[config.mk]
export PLATFORM = sky130hd
export DESIGN_NAME = clock_controller
export DESIGN_NICKNAME = d
export VERILOG_FILES = /design/src/rtl/clock_pkg.sv /design/src/rtl/key_edge.sv /design/src/rtl/clock_controller.sv
export SDC_FILE = /design/constraint.sdc
export NUM_CORES = 1
export LEC_CHECK = 0
export BUFFER_PORTS_ARGS = -buffer_cell sky130_fd_sc_hd__buf_2
export CORE_MARGIN = 2
export CORE_UTILIZATION = 35
export CTS_CLUSTER_SIZE = 40
export DETAILED_ROUTE_END_ITERATION = 12
export PLACE_DENSITY = 0.58
export SLEW_MARGIN = 20
export SYNTH_ARGS = -nofsm -noshare
export SYNTH_HDL_FRONTEND = slang
export SYNTH_SLANG_ARGS = --single-unit
[constraint.sdc]
create_clock -name clock -period 2 [get_ports clock]
set_input_delay 0.3 -clock clock [delete_from_list [all_inputs] [get_ports clock]]
set_output_delay 0.3 -clock clock [all_outputs]
set_load 0.1 [all_outputs]
[src/rtl/clock_pkg.sv]
// Shared types and limits for the clock controller: FSM states, field maxima
// and a saturating-wrap increment used by every time field.
package clock_pkg;

    typedef enum logic [1:0] {
        RUN         = 2'd0,
        SET_HOURS   = 2'd1,
        SET_MINUTES = 2'd2
    } state_t;

    localparam logic [5:0] MAX_HOURS   = 6'd23;
    localparam logic [5:0] MAX_MINUTES = 6'd59;
    localparam logic [5:0] MAX_SECONDS = 6'd59;

    // Using >= rather than == keeps a field in range even from a corrupted value.
    function automatic logic [5:0] wrap_inc(input logic [5:0] value, input logic [5:0] limit);
        return (value >= limit) ? 6'd0 : value + 6'd1;
    endfunction

endpackage

[src/rtl/key_edge.sv]
// Two-flop synchronizer followed by a registered rising-edge detector; one-cycle
// press event three clocks after the key rises.
module key_edge (
    input  logic clock,
    input  logic resetN,
    input  logic key,
    output logic press
);

    logic sync_p0, sync_p1, sync_p2;
    logic vld_p0, vld_p1;
    logic armed;

    // armed only sets once a genuine low has been seen after reset, so a key held
    // through reset cannot produce a press when reset is released.
    always_ff @(posedge clock or negedge resetN) begin
        if (!resetN) begin
            sync_p0 <= 1'b0;
            sync_p1 <= 1'b0;
            sync_p2 <= 1'b0;
            vld_p0  <= 1'b0;
            vld_p1  <= 1'b0;
            armed   <= 1'b0;
            press   <= 1'b0;
        end else begin
            sync_p0 <= key;
            sync_p1 <= sync_p0;
            sync_p2 <= sync_p1;
            vld_p0  <= 1'b1;
            vld_p1  <= vld_p0;
            armed   <= armed | (vld_p1 & ~sync_p1);
            press   <= armed & sync_p1 & ~sync_p2;
        end
    end

endmodule

[src/rtl/clock_controller.sv]
// 24-hour clock with a seconds prescaler and a two-key set mode
// (SET_HOURS / SET_MINUTES) that blinks the digits being edited at 2 Hz.
module clock_controller
    import clock_pkg::*;
#(
    parameter int CLOCK_HZ = 50000000
) (
    input  logic       clock,
    input  logic       resetN,
    input  logic       keySet,
    input  logic       keyUp,
    output logic [5:0] minutes,
    output logic [5:0] hours,
    output logic       blankMinutes,
    output logic       blankHours,
    output logic       secondPulse
);

    localparam int PW = (CLOCK_HZ > 1) ? $clog2(CLOCK_HZ) : 1;
    localparam int BW = (CLOCK_HZ / 4 > 1) ? $clog2(CLOCK_HZ / 4) : 1;
    localparam logic [PW-1:0] PRESC_LAST = PW'(CLOCK_HZ - 1);
    localparam logic [BW-1:0] BLINK_LAST = BW'(CLOCK_HZ / 4 - 1);

    state_t        state, state_next;
    logic          set_press, up_press;
    logic          set_ev, up_ev, tick;
    logic [PW-1:0] presc, presc_d;
    logic [5:0]    seconds, seconds_d, minutes_d, hours_d;
    logic [BW-1:0] blink_cnt, blink_cnt_d;
    logic          phase, phase_d;
    logic          pulse_d, blank_hours_d, blank_minutes_d;

    key_edge u_key_set (.clock(clock), .resetN(resetN), .key(keySet), .press(set_press));
    key_edge u_key_up  (.clock(clock), .resetN(resetN), .key(keyUp),  .press(up_press));

    assign set_ev = set_press;
    assign up_ev  = up_press & ~set_press;
    assign tick   = (state == RUN) && (presc == PRESC_LAST);

    always_ff @(posedge clock or negedge resetN) begin
        if (!resetN) state <= RUN;
        else         state <= state_next;
    end

    always_comb begin
        state_next = state;
        case (state)
            RUN:         if (set_ev) state_next = SET_HOURS;
            SET_HOURS:   if (set_ev) state_next = SET_MINUTES;
            SET_MINUTES: if (set_ev) state_next = RUN;
            default:     state_next = RUN;
        endcase
    end

    // Time-keeping datapath: counting in RUN, editing in the set states.
    always_comb begin
        presc_d   = presc;
        seconds_d = seconds;
        minutes_d = minutes;
        hours_d   = hours;
        pulse_d   = 1'b0;
        case (state)
            RUN: begin
                pulse_d = tick;
                if (tick) begin
                    presc_d   = '0;
                    seconds_d = wrap_inc(seconds, MAX_SECONDS);
                    if (seconds >= MAX_SECONDS) begin
                        minutes_d = wrap_inc(minutes, MAX_MINUTES);
                        if (minutes >= MAX_MINUTES) hours_d = wrap_inc(hours, MAX_HOURS);
                    end
                end else begin
                    presc_d = presc + 1'b1;
                end
            end
            SET_HOURS: if (up_ev) hours_d = wrap_inc(hours, MAX_HOURS);
            SET_MINUTES: begin
                if (set_ev) begin
                    presc_d   = '0;
                    seconds_d = '0;
                end else if (up_ev) begin
                    minutes_d = wrap_inc(minutes, MAX_MINUTES);
                end
            end
            default: ;
        endcase
    end

    // Blink phase restarts from 0 whenever a set state is entered.
    always_comb begin
        blink_cnt_d     = '0;
        phase_d         = 1'b0;
        if (state_next != RUN && state_next != state) begin
            blink_cnt_d = '0;
            phase_d     = 1'b0;
        end else if (state != RUN) begin
            if (blink_cnt == BLINK_LAST) begin
                blink_cnt_d = '0;
                phase_d     = ~phase;
            end else begin
                blink_cnt_d = blink_cnt + 1'b1;
                phase_d     = phase;
            end
        end
        blank_hours_d   = (state_next == SET_HOURS)   & phase_d;
        blank_minutes_d = (state_next == SET_MINUTES) & phase_d;
    end

    always_ff @(posedge clock or negedge resetN) begin
        if (!resetN) begin
            presc        <= '0;
            seconds      <= '0;
            minutes      <= '0;
            hours        <= '0;
            blink_cnt    <= '0;
            phase        <= 1'b0;
            secondPulse  <= 1'b0;
            blankHours   <= 1'b0;
            blankMinutes <= 1'b0;
        end else begin
            presc        <= presc_d;
            seconds      <= seconds_d;
            minutes      <= minutes_d;
            hours        <= hours_d;
            blink_cnt    <= blink_cnt_d;
            phase        <= phase_d;
            secondPulse  <= pulse_d;
            blankHours   <= blank_hours_d;
            blankMinutes <= blank_minutes_d;
        end
    end

endmodule
==> results.txt, run 1 <==
status - finished with violations
failing checks - setup timing
pin count of the biggest net entering global routing - 44
pre-CTS setup slack - -0.0269 ns
row cnt - 40
setup_tns - -0.0109 ns
Fillers - 1151
hold wc startpoint - keyUp
Final min period - 2.01 ns
top-count cell post-synth - dfrtp_1
antenna fix cells - 0
Stages on worst setup path - 5
CP Launch Type - flip-flop
Hold Fails Final Rpt - 0
largest family of logic cells by synthesized area - simple AND/OR/NAND/NOR gates
most frequently used flop master after synthesis - dfrtp_1
CP endpoint kind - flip-flop
Avg WL per Cell - 14.7 um
CTS tree - done
Syn Std Cell Area - 4230 um2
Syn Nets - 452
critical path class - flip-flop to flip-flop
io pins - 19
initial antenna violation count - 0
worst-skew pair later-pin latency - 0.34 ns
fmax - 499 MHz
layout cell share with drive strength beyond 1 - 20.9%
Area Growth Syn to Fin - 23.0%
R2R Path End - seconds[4]
Clock Pin Slew Worst Setup and Hold Paths - 0.07 ns
top post-synthesis cells by area - dfrtp_1 51%, nand3_1 4.6%, nor2_1 4.1%
Slowest cell on crit path - or4_4
CP top delay family - simple AND/OR/NAND/NOR gates
hold crit path type - input pin to flip-flop
Pwr Density - 1080 nW/um2
crit path to - seconds[4]
Vias/cell - 5.44
area share of fa/ha/maj cells after synthesis - 1.71%
Root Buffer - clkbuf_16
All-Layer GR Usage - 15.3%
Post-synth ARST share - 100%
routability cong. - 0.841
CP required - 2.24 ns
Routed Antenna Nets - 0
Synth warnings - 0
post-synthesis compound-gate area fraction - 14.4%
worst hold stages - 1
max-cap viol count - 0
Max Buffers Root-to-Sink - 2
gr ovfl total - 0
syn avg cell area - 9.55 um2
Post-Synth Simple-Gate Area - 25.2%
drt total wl - 9520 um
Via Count - 3528
PortBufs - 18
first-pass GRT wire length - 16000 um
Reg-to-Reg Start - presc[16]
hpwl dp - 6490 um
Die X - 114 um
Critical Path Source - presc[16]
Crit Path Max Fanout - 4
Post-Synth XOR/XNOR Area - 4.97%
Post-synth EDFFs - 0
top cells by count, synth - 86 x dfrtp_1, 46 x nor2_1, 39 x nand3_1, 32 x nand2_1, 30 x o21ai_0
clk sinks - 86
Tcrit/Tclk final - 100%
vias in the first global route - 3405
biggest cell delay along the critical path - 0.53 ns
Die Area - 13000 um2
design area - 5200 um2
nets - 506
mux cell area share after synthesis - 0%
Initial Utilization - 35.5%
Final Setup Violations - 2
Mapped Cells - 443
Leakage - 2.27 nW
DRC viols - 0
worst hold slack - 0.0646 ns
top cell type's share of synthesized area - 50.8%
placed inst area - 4830 um2
Buf/Inv on CP - 0
fin. max-slew vios - 0
First DRT Iteration DRCs - 264
CTS buffer count - 9
cells along the critical path - or4_4 > nor4_4 > a21oi_2 > or3_4 > o31ai_1
RSZ-0062 raised after global routing - true
H-Tree Depth - 3
Core ar. - 11900 um2
critical path arrival - 2.25 ns
die height - 114 um
Peak VDD IR - 595 uV
Seq/Total Area, Yosys - 50.8%
leading area contributor after synthesis - dfrtp_1
cells on worst reg2reg path - 5
R2R Setup Slk - -0.006 ns
#FFs+latches synth - 86
Pre-Repair DR Iteration Count - 4
post-route setup slack - -0.00594 ns
Distinct cells, synth - 53
clk_skew - 0.00664 ns
## state kept, by name, indices dropped and copies added, names as in the netlist, 2 cells and up
name,cells
blink_cnt,24
hours,6
seconds,6
minutes,6
state,2
presc,26
## how the worst min path moves through the flow
stage	end	slack [ns]
2_1_floorplan	blankHours	0.004
3_3_place_gp	presc[19]	0.25
3_5_place_dp	presc[19]	0.24
4_1_cts	u_key_up.sync_p0	0.05
5_1_grt	u_key_set.sync_p0	0.05
6_report	u_key_up.sync_p0	0.06
## power breakdown
part	internal, mW	switching [mW]	leakage, nW
logic	0.670	1.31	0.995
registers	1.93	0.178	1.14
clock network	0.843	0.704	0.136
## kinds of logic after synthesis
kind of cell / Yosys count
AOI/OAI and AO/OA: 97
DFF: 86
buffers and inverters: 30
and+or+nand+nor: 199
adders and majority gates: 6
xor gates and xnor gates: 24
other: 1
## layer usage
metal | wire [um] | GRT usage, % | vias to the layer above
met5 | 0 | 0 | -
met4 | 144 | 4.88 | 0
met3 | 315 | 3.72 | 14
met2 | 4480 | 23.9 | 57
met1 | 4580 | 21.1 | 1739
li1 | - | - | 1718
## worst reg2reg max path, delay by kind of cell, from the launching register on
kind / cells / cell delay, ns
compound gates: 2 / 0.35
simple gates: 3 / 1.17
flops: 1 / 0.39
## layout by cell type (no fill, tap or decap), types with 3 or more instances in the layout
cell and instances:
a21o_1 5, a21oi_1 15, a31oi_1 17, and2_1 3, and3_1 8, and4_1 3, buf_12 4, buf_2 17
buf_4 36, buf_6 3, clkbuf_16 9, clkinv_2 3, dfrtp_1 78, dfrtp_2 5, dfrtp_4 3, ha_1 5
inv_1 12, nand2_1 32, nand2b_1 10, nand3_1 38, nand4_1 21, nor2_1 46, nor3_1 7, nor4_4 4
o21ai_0 23, o21ai_1 7, o31ai_1 6, or3_1 7, xnor2_1 8, xor2_1 16
## repair_timing
action | 4_1_cts | 5_1_grt
setup endpoints to repair | 6 | 28
setup buffers | 0 | 1
gates resized for setup | 5 | 13
pin swaps | 1 | 9
hold buffers | 1 | 0
endpoints found under the hold margin | 22 | 0
## area by class of cell
class	count	area [um2]	area share, %
Clock buffer	9	225	4.33
Clock inverter	7	48.8	0.938
Inverter	12	45.0	0.865
Multi-Input combinational cell	327	2050	39.4
Sequential cell	86	2170	41.7
Tap cell	147	184	3.53
Timing Repair Buffer	61	479	9.21
## metrics by stage
stage	cells	util [%]	power, mW
after floorplan	443	-	3.39
after global placement	631	40.6	3.99
after detailed placement	631	40.6	4.05
after CTS	648	43.2	5.64
after global routing	649	43.7	5.96
final	649	43.7	5.63
No activity file was read; power rests on OpenSTA's default activity.
==> run 2: changes to the inputs <==
--- a/config.mk
+++ b/config.mk
@@ -11,6 +11,7 @@
 export CTS_CLUSTER_SIZE = 40
 export DETAILED_ROUTE_END_ITERATION = 12
 export PLACE_DENSITY = 0.58
+export SKIP_CTS_REPAIR_TIMING = 1
 export SLEW_MARGIN = 20
 export SYNTH_ARGS = -nofsm -noshare
 export SYNTH_HDL_FRONTEND = slang
==> run 2 against run 1 <==
Compared with the run above: the flow now finishes without violations; register-to-register slack about the same; largest power group unchanged; clock-buffer cell count is the same; sequential power about the same; critical endpoint unchanged; non-clock buffer count did not move.
==> results.txt, run 2 (synthesis gave the netlist of run 1 again) <==
status - complete, no violations
pre-CTS setup slack - -0.0269 ns (unchanged)
RSZ-0062 raised after global routing - true
hold crit path type - input pin to flip-flop
gr ovfl total - 0 (unchanged)
most frequent cells in the layout - 78 x dfrtp_1, 46 x nor2_1, 38 x nand3_1
Die X - 114 um (unchanged)
die height - 114 um (unchanged)
PortBufs - 18 (unchanged)
DRC viols - 0 (unchanged)
Hold Fails Final Rpt - 0 (unchanged)
Pwr Density - 1080 nW/um2 (-0.20%)
clk_skew - 0.00617 ns (-0.000466 ns)
CTS buffer count - 9 (unchanged)
Initial Utilization - 35.5% (unchanged)
Final min period - 1.99 ns (-0.0119 ns)
CP endpoint kind - flip-flop
Crit Path Max Fanout - 4 (unchanged)
internal power - 3.44 mW (about the same)
Buf/Inv on CP - 0 (unchanged)
layout cell share with drive strength beyond 1 - 21.3% (+0.40 points)
Largest Register - presc
hold wc startpoint - keyUp
Tcrit/Tclk final - 99.7% (-0.60 points)
vias in the first global route - 3375 (-0.88%)
First DRT Iteration DRCs - 316 (+20%)
io pins - 19 (unchanged)
critical path arrival - 2.23 ns (-0.02 ns)
Avg WL per Cell - 14.7 um (-0.11%)
Via Count - 3500 (-0.79%)
Reg-to-Reg Start - presc[16]
antenna fix cells - 0 (unchanged)
critical path class - flip-flop to flip-flop
H-Tree Depth - 3 (unchanged)
Core ar. - 11900 um2 (unchanged)
part of the power in registers - 37.4% (about the same)
CTS tree - done
post-route setup slack - 0.00600 ns (+0.0119 ns)
hpwl dp - 6490 um (unchanged)
nets - 506 (unchanged)
Area Growth Syn to Fin - 23.2%
CP required - 2.24 ns (about the same)
Leakage - 2.27 nW (+0.12%)
Root Buffer - clkbuf_16
Critical Path Source - presc[16]
biggest cell delay along the critical path - 0.53 ns (about the same)
routability cong. - 0.841 (unchanged)
Clock Pin Slew Worst Setup and Hold Paths - 0.07 ns (about the same)
Pre-Repair DR Iteration Count - 4 (unchanged)
max-cap viol count - 0 (unchanged)
Max Buffers Root-to-Sink - 2 (unchanged)
Switching Power - 2.19 mW (about the same)
fin. max-slew vios - 0 (unchanged)
CP Launch Type - flip-flop
drt total wl - 9510 um (-0.11%)
cells along the critical path - or4_4 > nor4_4 > a21oi_2 > or3_4 > o31ai_1
All-Layer GR Usage - 15.2% (-0.15 points)
worst-skew pair later-pin latency - 0.34 ns (about the same)
Slowest cell on crit path - or4_4
row cnt - 40 (unchanged)
placed inst area - 4830 um2 (unchanged)
Vias/cell - 5.39 (-0.79%)
pin count of the biggest net entering global routing - 44 (unchanged)
max FFs per register - 26 (unchanged)
fmax - 502 MHz (+0.60%)
Combinational Power Share - 35.2% (about the same)
first-pass GRT wire length - 15900 um (-0.99%)
CP top delay family - simple AND/OR/NAND/NOR gates
most common cell after layout, fill and taps aside - dfrtp_1
sw frac - 38.9% (about the same)
Clk pwr share - 27.4% (about the same)
Final Setup Violations - 0 (-2)
initial antenna violation count - 0 (unchanged)
clk sinks - 86 (unchanged)
Die Area - 13000 um2 (unchanged)
design area - 5210 um2 (+0.17%)
Routed Antenna Nets - 0 (unchanged)
largest registers - presc (26), blink_cnt (24)
Fillers - 1155 (+0.35%)
Peak VDD IR - 595 uV (about the same)
Design Power - 5.63 mW (about the same)
## run 2: changes by cell type in the layout (fill, tap and decap cells not counted)
cell,change
o21ai_1,+1
nor3_1,-1
a21oi_1,-1
o21ai_0,-1
nor3_2,+1
a21oi_2,+1
## run 2: power groups by stage
| stage | Combinational [mW] | Sequential, mW | Clock (mW) |
|---|---|---|---|
| finish | 1.98 | 2.11 | 1.54 |
| CTS | 1.93 | 2.10 | 1.59 |
| global route | 2.18 | 2.13 | 1.65 |
| floorplan | 0.955 | 2.43 | 0 |
| detailed placement | 1.92 | 2.13 | 0 |
| global placement | 1.87 | 2.12 | 0 |
## run 2: cell type report
class                           count  area [um2]  share of cell area (%)
Tap cell                          147         184                    3.53
Multi-Input combinational cell    327        2060                    39.5
Sequential cell                    86        2170                    41.6
Clock inverter                      7        48.8                   0.936
Timing Repair Buffer               61         479                    9.19
Clock buffer                        9         225                    4.32
Inverter                           12        45.0                   0.864
## run 2: through the flow
step,utilization (%),hold WS [ns],std cells,setup TNS [ns]
CTS,42.9,-0.122,647,-0.118
global placement,40.6,0.247,631,0
floorplan,-,0.00441,443,-0.136
global route,43.8,0.0536,649,-1.23
finish,43.8,0.0658,649,0
detailed placement,40.6,0.242,631,-0.0491
## run 2: path summary, 6_finish.rpt
kind                                    end  slack (ns)  cells past startpoint
max                              seconds[4]       0.006                      5
min                        u_key_up.sync_p0        0.07                      1
max reg2reg                      seconds[4]       0.006                      5
min reg2reg                 u_key_up.vld_p1        0.35                      0
max in group asynchronous          hours[1]        0.94                      3
min in group asynchronous         presc[19]        0.42                      2
## run 2: per-layer routing
| layer | track usage (%) | up-vias | wire [um] |
|---|---|---|---|
| met3 | 3.72 | 11 | 325 |
| li1 | - | 1717 | - |
| met2 | 23.6 | 57 | 4470 |
| met1 | 21.0 | 1715 | 4580 |
| met5 | 0 | - | 0 |
| met4 | 4.80 | 0 | 134 |
